`src/rtl/cook_timer_ctrl.sv`:
```
// rtl/cook_timer_ctrl.sv - keypad entry, 1 Hz tick gating and cook/pause/done sequencing for a mm:ss BCD down-counter chain
module cook_timer_ctrl #(
  parameter int TICKS_PER_SEC = 1000,
  parameter int BEEP_SECS     = 3
) (
  input  logic        clk,
  input  logic        clrn,
  input  logic [3:0]  digit,
  input  logic        digit_valid,
  input  logic        start,
  input  logic        stop,
  input  logic        door_closed,
  input  logic        timer_zero,
  output logic [15:0] data,
  output logic        loadn,
  output logic        en,
  output logic        mag_on,
  output logic        beep,
  output logic [2:0]  state
);

  localparam int PW = (TICKS_PER_SEC > 1) ? $clog2(TICKS_PER_SEC) : 1;
  localparam int BW = $clog2(BEEP_SECS + 1);
  localparam logic [PW-1:0] PMAX = PW'(TICKS_PER_SEC - 1);
  localparam logic [BW-1:0] BMAX = BW'(BEEP_SECS - 1);

  typedef enum logic [2:0] {
    S_IDLE  = 3'd0,
    S_SET   = 3'd1,
    S_LOAD  = 3'd2,
    S_COOK  = 3'd3,
    S_PAUSE = 3'd4,
    S_DONE  = 3'd5
  } state_t;

  state_t         st;
  logic [15:0]    entry;
  logic [PW-1:0]  presc;
  logic [BW-1:0]  bcnt;

  logic key_ok;
  logic start_ok;
  logic sec_end;
  logic cook_exit;

  assign key_ok    = digit_valid && (digit <= 4'd9);
  assign start_ok  = start && door_closed && (entry != 16'h0000) && (entry[7:4] <= 4'd5);
  assign sec_end   = (presc == PMAX);
  assign cook_exit = timer_zero || stop || !door_closed;

  // The tick is suppressed in any cycle that leaves COOK, so the chain never counts past zero.
  assign en     = (st == S_COOK) && sec_end && !cook_exit;
  assign data   = entry;
  assign loadn  = (st != S_LOAD);
  assign mag_on = (st == S_COOK);
  assign beep   = (st == S_DONE);
  assign state  = st;

  always_ff @(posedge clk or negedge clrn) begin
    if (!clrn) begin
      st    <= S_IDLE;
      entry <= 16'h0000;
      presc <= '0;
      bcnt  <= '0;
    end else begin
      case (st)
        S_IDLE: begin
          if (!stop && key_ok) begin
            entry <= {entry[11:0], digit};
            st    <= S_SET;
          end
        end
        S_SET: begin
          if (stop) begin
            st    <= S_IDLE;
            entry <= 16'h0000;
          end else if (start) begin
            if (start_ok) st <= S_LOAD;
          end else if (key_ok) begin
            entry <= {entry[11:0], digit};
          end
        end
        S_LOAD: begin
          presc <= '0;
          st    <= S_COOK;
        end
        S_COOK: begin
          if (timer_zero) begin
            st    <= S_DONE;
            presc <= '0;
            bcnt  <= '0;
          end else if (stop || !door_closed) begin
            st <= S_PAUSE;
          end else begin
            presc <= sec_end ? '0 : presc + 1'b1;
          end
        end
        S_PAUSE: begin
          if (stop) begin
            st    <= S_IDLE;
            entry <= 16'h0000;
          end else if (start && door_closed) begin
            st <= S_COOK;
          end
        end
        S_DONE: begin
          if (stop) begin
            st    <= S_IDLE;
            entry <= 16'h0000;
          end else if (sec_end) begin
            presc <= '0;
            if (bcnt == BMAX) begin
              st    <= S_IDLE;
              entry <= 16'h0000;
            end else begin
              bcnt <= bcnt + 1'b1;
            end
          end else begin
            presc <= presc + 1'b1;
          end
        end
        default: st <= S_IDLE;
      endcase
    end
  end

endmodule

```
`config.mk`:
```
export PLATFORM = sky130hd
export DESIGN_NAME = cook_timer_ctrl
export DESIGN_NICKNAME = d
export VERILOG_FILES = /design/src/rtl/cook_timer_ctrl.sv
export SDC_FILE = /design/constraint.sdc
export NUM_CORES = 1
export LEC_CHECK = 0
export ABC_AREA = 1
export CORE_AREA = 2 2 59 61
export CTS_CLUSTER_SIZE = 25
export DETAILED_ROUTE_END_ITERATION = 16
export DIE_AREA = 0 0 61 63
export GPL_TIMING_DRIVEN = 0
export PLACE_DENSITY_LB_ADDON = 0.05
export SLEW_MARGIN = 20
export SYNTH_ARGS = -nofsm -noshare
export SYNTH_HDL_FRONTEND = slang
export SYNTH_SLANG_ARGS = --single-unit
```
`constraint.sdc`:
```
create_clock -name clk -period 2.9 [get_ports clk]
set_clock_uncertainty 0.2 [all_clocks]
set_input_delay 0.725 -clock clk [delete_from_list [all_inputs] [get_ports clk]]
set_output_delay 0.725 -clock clk [all_outputs]
set_load 0.02 [all_outputs]
```
== Yosys cells after proc, flatten, opt, wreduce, memory -nomap -nowiden ==
Index checks and enable logic that the tools add are counted.

* $add $sub $neg: 2
* Magnitude comparators: 2
* Equal/unequal tests: 23
* Muxes and demuxes: 31
* Reductions and logical operators: 22

{| class="wikitable"
|+ Operator list
! operator !! count
|-
| $mux 16 || 8
|-
| $pmux 16 s4 || 1
|-
| $mux 10 || 4
|-
| $mux 3 || 11
|-
| $pmux 10 s3 || 1
|-
| $ne 3x3->1 const B || 6
|-
| $pmux 3 s6 || 1
|-
| $reduce_bool 16->1 || 1
|-
| $reduce_and 7->1 || 2
|-
| $ne 3x2->1 const B || 4
|-
| $add 10x1->10 const B || 1
|-
| $eq 10x10->1 const B || 1
|-
| $ne 2x2->1 const B || 5
|-
| $mux 2 || 4
|-
| $logic_and 1x1->1 || 7
|-
| $eq 3x2->1 const B || 2
|-
| $eq 3x3->1 const B || 2
|-
| $reduce_and 5->1 || 1
|-
| $le 4x3->1 const B || 1
|-
| $le 4x4->1 const B || 1
|-
| $pmux 2 s2 || 1
|-
| $reduce_bool 4->1 || 1
|-
| $eq 3x1->1 const B || 1
|-
| $logic_not 1->1 || 3
|-
| other kinds (8) || 10
|}

* Bits in registers: 31
* Output and inout bits: 23
* Logic and storage cells: 84

== Longest topological paths before layout ==
* Depth in word-level cells: 7
* Depth in mapped cells: 11
* Mapped depth without buffers: 10

== Worst setup path after synthesis ==
No wires, ideal clock.

* Path kind: reg-to-output
* Start point: register st[2] (netlist: state[2])
* End point: output port en
* Arrival: 1.505 ns
* Required time: 1.975 ns
* Path slack: 0.470 ns
* Stages on the path, launching flop included: 6
* Path buffers: 0
* Cells stage by stage: dfrtp_1 > inv_1 > nand3_1 > nor2_1 > nand3_1 > nor3_1

* Longest elaborated chain between the ends: 3

{| class="wikitable"
|+ RTL lines
! element !! line !! RTL
|-
| from (decl) || 36 || <nowiki>state_t st;</nowiki>
|-
| from (signal assigned) || 61 || <nowiki>st <= S_IDLE;</nowiki>
|-
| from (signal assigned) || 70 || <nowiki>st <= S_SET;</nowiki>
|-
| from (signal assigned) || 75 || <nowiki>st <= S_IDLE;</nowiki>
|-
| $eq 3x2->1 || 52 || <nowiki>assign en = (st == S_COOK) && sec_end && !cook_exit;</nowiki>
|-
| $logic_and 1x1->1 (2 in a row) || 52 ||
|-
| to (decl) || 16 || <nowiki>output logic en,</nowiki>
|}

Every way passes these cells.

== Worst setup path in the final report ==
* Start point: input port timer_zero
* End point: output port en

* Longest elaborated chain between the ends: 4

{| class="wikitable"
|+ RTL lines
! element !! line !! RTL
|-
| from (decl) || 13 || <nowiki>input logic timer_zero,</nowiki>
|-
| $logic_or 1x1->1 (2 in a row) || 49 || <nowiki>assign cook_exit = timer_zero || stop || !door_closed;</nowiki>
|-
| $logic_not 1->1 || 52 ||
|-
| $logic_and 1x1->1 || 52 ||
|}

Every way passes these cells.

==> results.yml <==
grt:
  grt.overflow.total: 0
  grt_max_degree: 32
  grt_pass1_vias: 1424
  antenna_found_initial: 0
  grt_use_total: 0.2201
  grt_pass1_wl_mm: 6.313
yosys:
  ys_types: 19
  netlist_instances: 236
  syn-num-nets: 249
  synth_common_cells: "83 x nand2_1, 31 x dfrtp_1, 27 x nor2_1"
  ys_seq_area_frac: 0.4623
  synth_area_per_cell_um2: 7.110
  netlist_area_um2: 1678
  synth.most_common_cell: "nand2_1"
  synth_edf_count: 0
  async_flop_share: 1.000
  yosys_warnings: 0
  synth_area_leader_cell: "dfrtp_1"
  synth_top_area_share: 0.4623
  synth_top_flop_cell: "dfrtp_1"
  yosys_register_bits: 31
  synth_top_cells_by_area: "dfrtp_1 46%, nand2_1 19%, o21ai_0 7.5%"
clock_network:
  cts.path.max_buffers: 2
  path_clk_slew_ps: 100
  h-tree-depth: 2
  ctsHoldBuffers: 0
  cts_tree: "yes"
  post_cts_resize_count: 7
  cts_setup_buffers: 0
  clock_latency_ps: 330
  clock-root-buffer: "clkbuf_4"
  numCtsBuffers: 5
  cts.sinks: 31
timing:
  slew_headroom: 0.5486
  fin_setup_tns_ps: 0
  tightestPinTransition_ps: 677.1
  min_period_over_period: 0.9701
  setup_viol: 0
  layout_min_cycle_time_ps: 2813
  slew_violations: 0
  hold_viol_final: 0
  fin_worst_hold_slack_ps: 220.5
  fmax_ghz: 0.3554
  rsz0062_at_grt: "false"
floorplanning:
  num_rows: 21
  core_area_um2: 3232
  die_h_um: 63
  dieArea_um2: 3843
  initial_core_util: 0.5192
  die_w_um: 61
  ios: 34
critical_path:
  critPathRequiredTime_ps: 1980
  worstPathArrival_ps: 1890
  worst_path_max_delay_cell: "clkdlybuf4s50_1"
  cp_cell_sequence: "clkdlybuf4s50_1, nor2_2, nand3_1, nor3_2, buf_2"
  crit_fanout: 3
  cp-end-kind: "output pin"
  slowest_delay_ps: 470
  start_kind: "input pin"
  critical_path_class: "in2out"
layout:
  n_antenna_cell: 0
  fin_area_um2: 2121
  nets: 289
  drive_gt1_frac: 0.05797
  area_growth_pct: 26.40
  finalNonFillerCells: 322
placement:
  globalplace.congestion: 0.8916
  post-dp-hpwl_mm: 2.753
  portBuffers: 33
  place_area_um2: 2061
  dp_cells: 315
routing:
  post-route-drc-count: 0
  viasPerCell: 5.050
  routed-via-count: 1626
  wl_mm: 3.705
  drtPass1Iterations: 4
  wl_per_cell_um: 11.51
  ant_nets: 0
  drt_iter0_drc: 70
status:
  status: "finished, final reports clean"
pwr:
  p_leak_nw: 1.031
  ir_drop_mv: 0.3438
  power.density_nw_per_um2: 914.8
  total_power_mw: 1.940
hold_path:
  hp-class: "in2async"
job:
  cap_violations: 0
-- report_power, final --
group | switching (mW) | internal (mW) | leakage [nW]
registers | 0.126 | 0.553 | 0.414
clock network | 0.146 | 0.112 | 0.0341
logic | 0.604 | 0.399 | 0.583
total | 0.876 | 1.06 | 1.03
-- state kept, by name (all words and copies together), names as in the netlist --
signal	cells
presc	10
bcnt	2
data	16
state	3
-- area by class of cell --
class	instances	area, um^2
plain buffers	5	28.78
clock buffers	6	51.30
clock inverters	1	5.005
fillers	303	1111
inverters	19	71.32
multi-input cells	181	809.5
flip-flops and latches	31	775.7
well taps	46	57.56
repair buffers	33	321.6
-- logic make-up (layout without fill, tap and decap cells) --
family,Yosys count,in the layout,synth area share
AOI/OAI and AO/OA,39,39,0.1216
and+or+nand+nor,140,140,0.3415
buffers and inverters,24,64,0.05965
DFF,31,31,0.4623
adders and majority gates,2,2,0.01491
-- critical path, delay by kind of cell --
family,cells,cell delay (ps)
buffers and inverters,2,650
AND/OR/NAND/NOR,3,500
-- worst paths after layout --
kind	from	end	slack (ps)	cells past startpoint
max in group asynchronous	clrn	bcnt[0]$_DFFE_PN0P_	1840	1
setup / recovery	timer_zero	en	90	5
min in group clk	bcnt[0]$_DFFE_PN0P_	bcnt[0]$_DFFE_PN0P_	290	1
hold / removal	clrn	data[13]$_DFFE_PN0P_	220	1
hold reg to reg	bcnt[0]$_DFFE_PN0P_	bcnt[0]$_DFFE_PN0P_	290	1
setup reg to reg	presc[0]$_DFFE_PN0P_	data[3]$_DFFE_PN0P_	800	10
-- per-stage QoR --
stage	util	setup slack (ps)
after global routing	0.6562	17.55
after floorplan	-	469.7
after CTS	0.6539	62.80
after global placement	0.6392	-427.2
after detailed placement	0.6376	-420.8
final	0.6562	86.59
-- per-layer routing --
| metal | up-vias | routed length (um) | track usage |
|---|---|---|---|
| li1 | 841 | - | - |
| met1 | 740 | 1712 | 0.2971 |
| met3 | 8 | 177 | 0.06211 |
| met5 | - | 0 | 0 |
| met4 | 0 | 70 | 0.07609 |
| met2 | 37 | 1745 | 0.3347 |
-- layout by cell type (no fill, tap or decap) --
cell,instances
nand2_1,83
dfrtp_1,31
clkdlybuf4s50_1,29
nor2_1,26
o21ai_0,25
nand3_1,24
inv_1,19
a21oi_1,10
clkbuf_4,5
buf_2,4
nor3_1,2
buf_4,2
ha_1,2
nor2_2,1
nor3_2,1
a31oi_1,1
nand3b_1,1
clkbuf_1,1
nor2_4,1
o21a_1,1
nand4_1,1
o21bai_1,1
a21boi_0,1
clkinv_2,1
clkbuf_8,1
dlygate4sd2_1,1
dlymetal6s2s_1,1
Note: power is estimated with default switching activity, not from simulation.
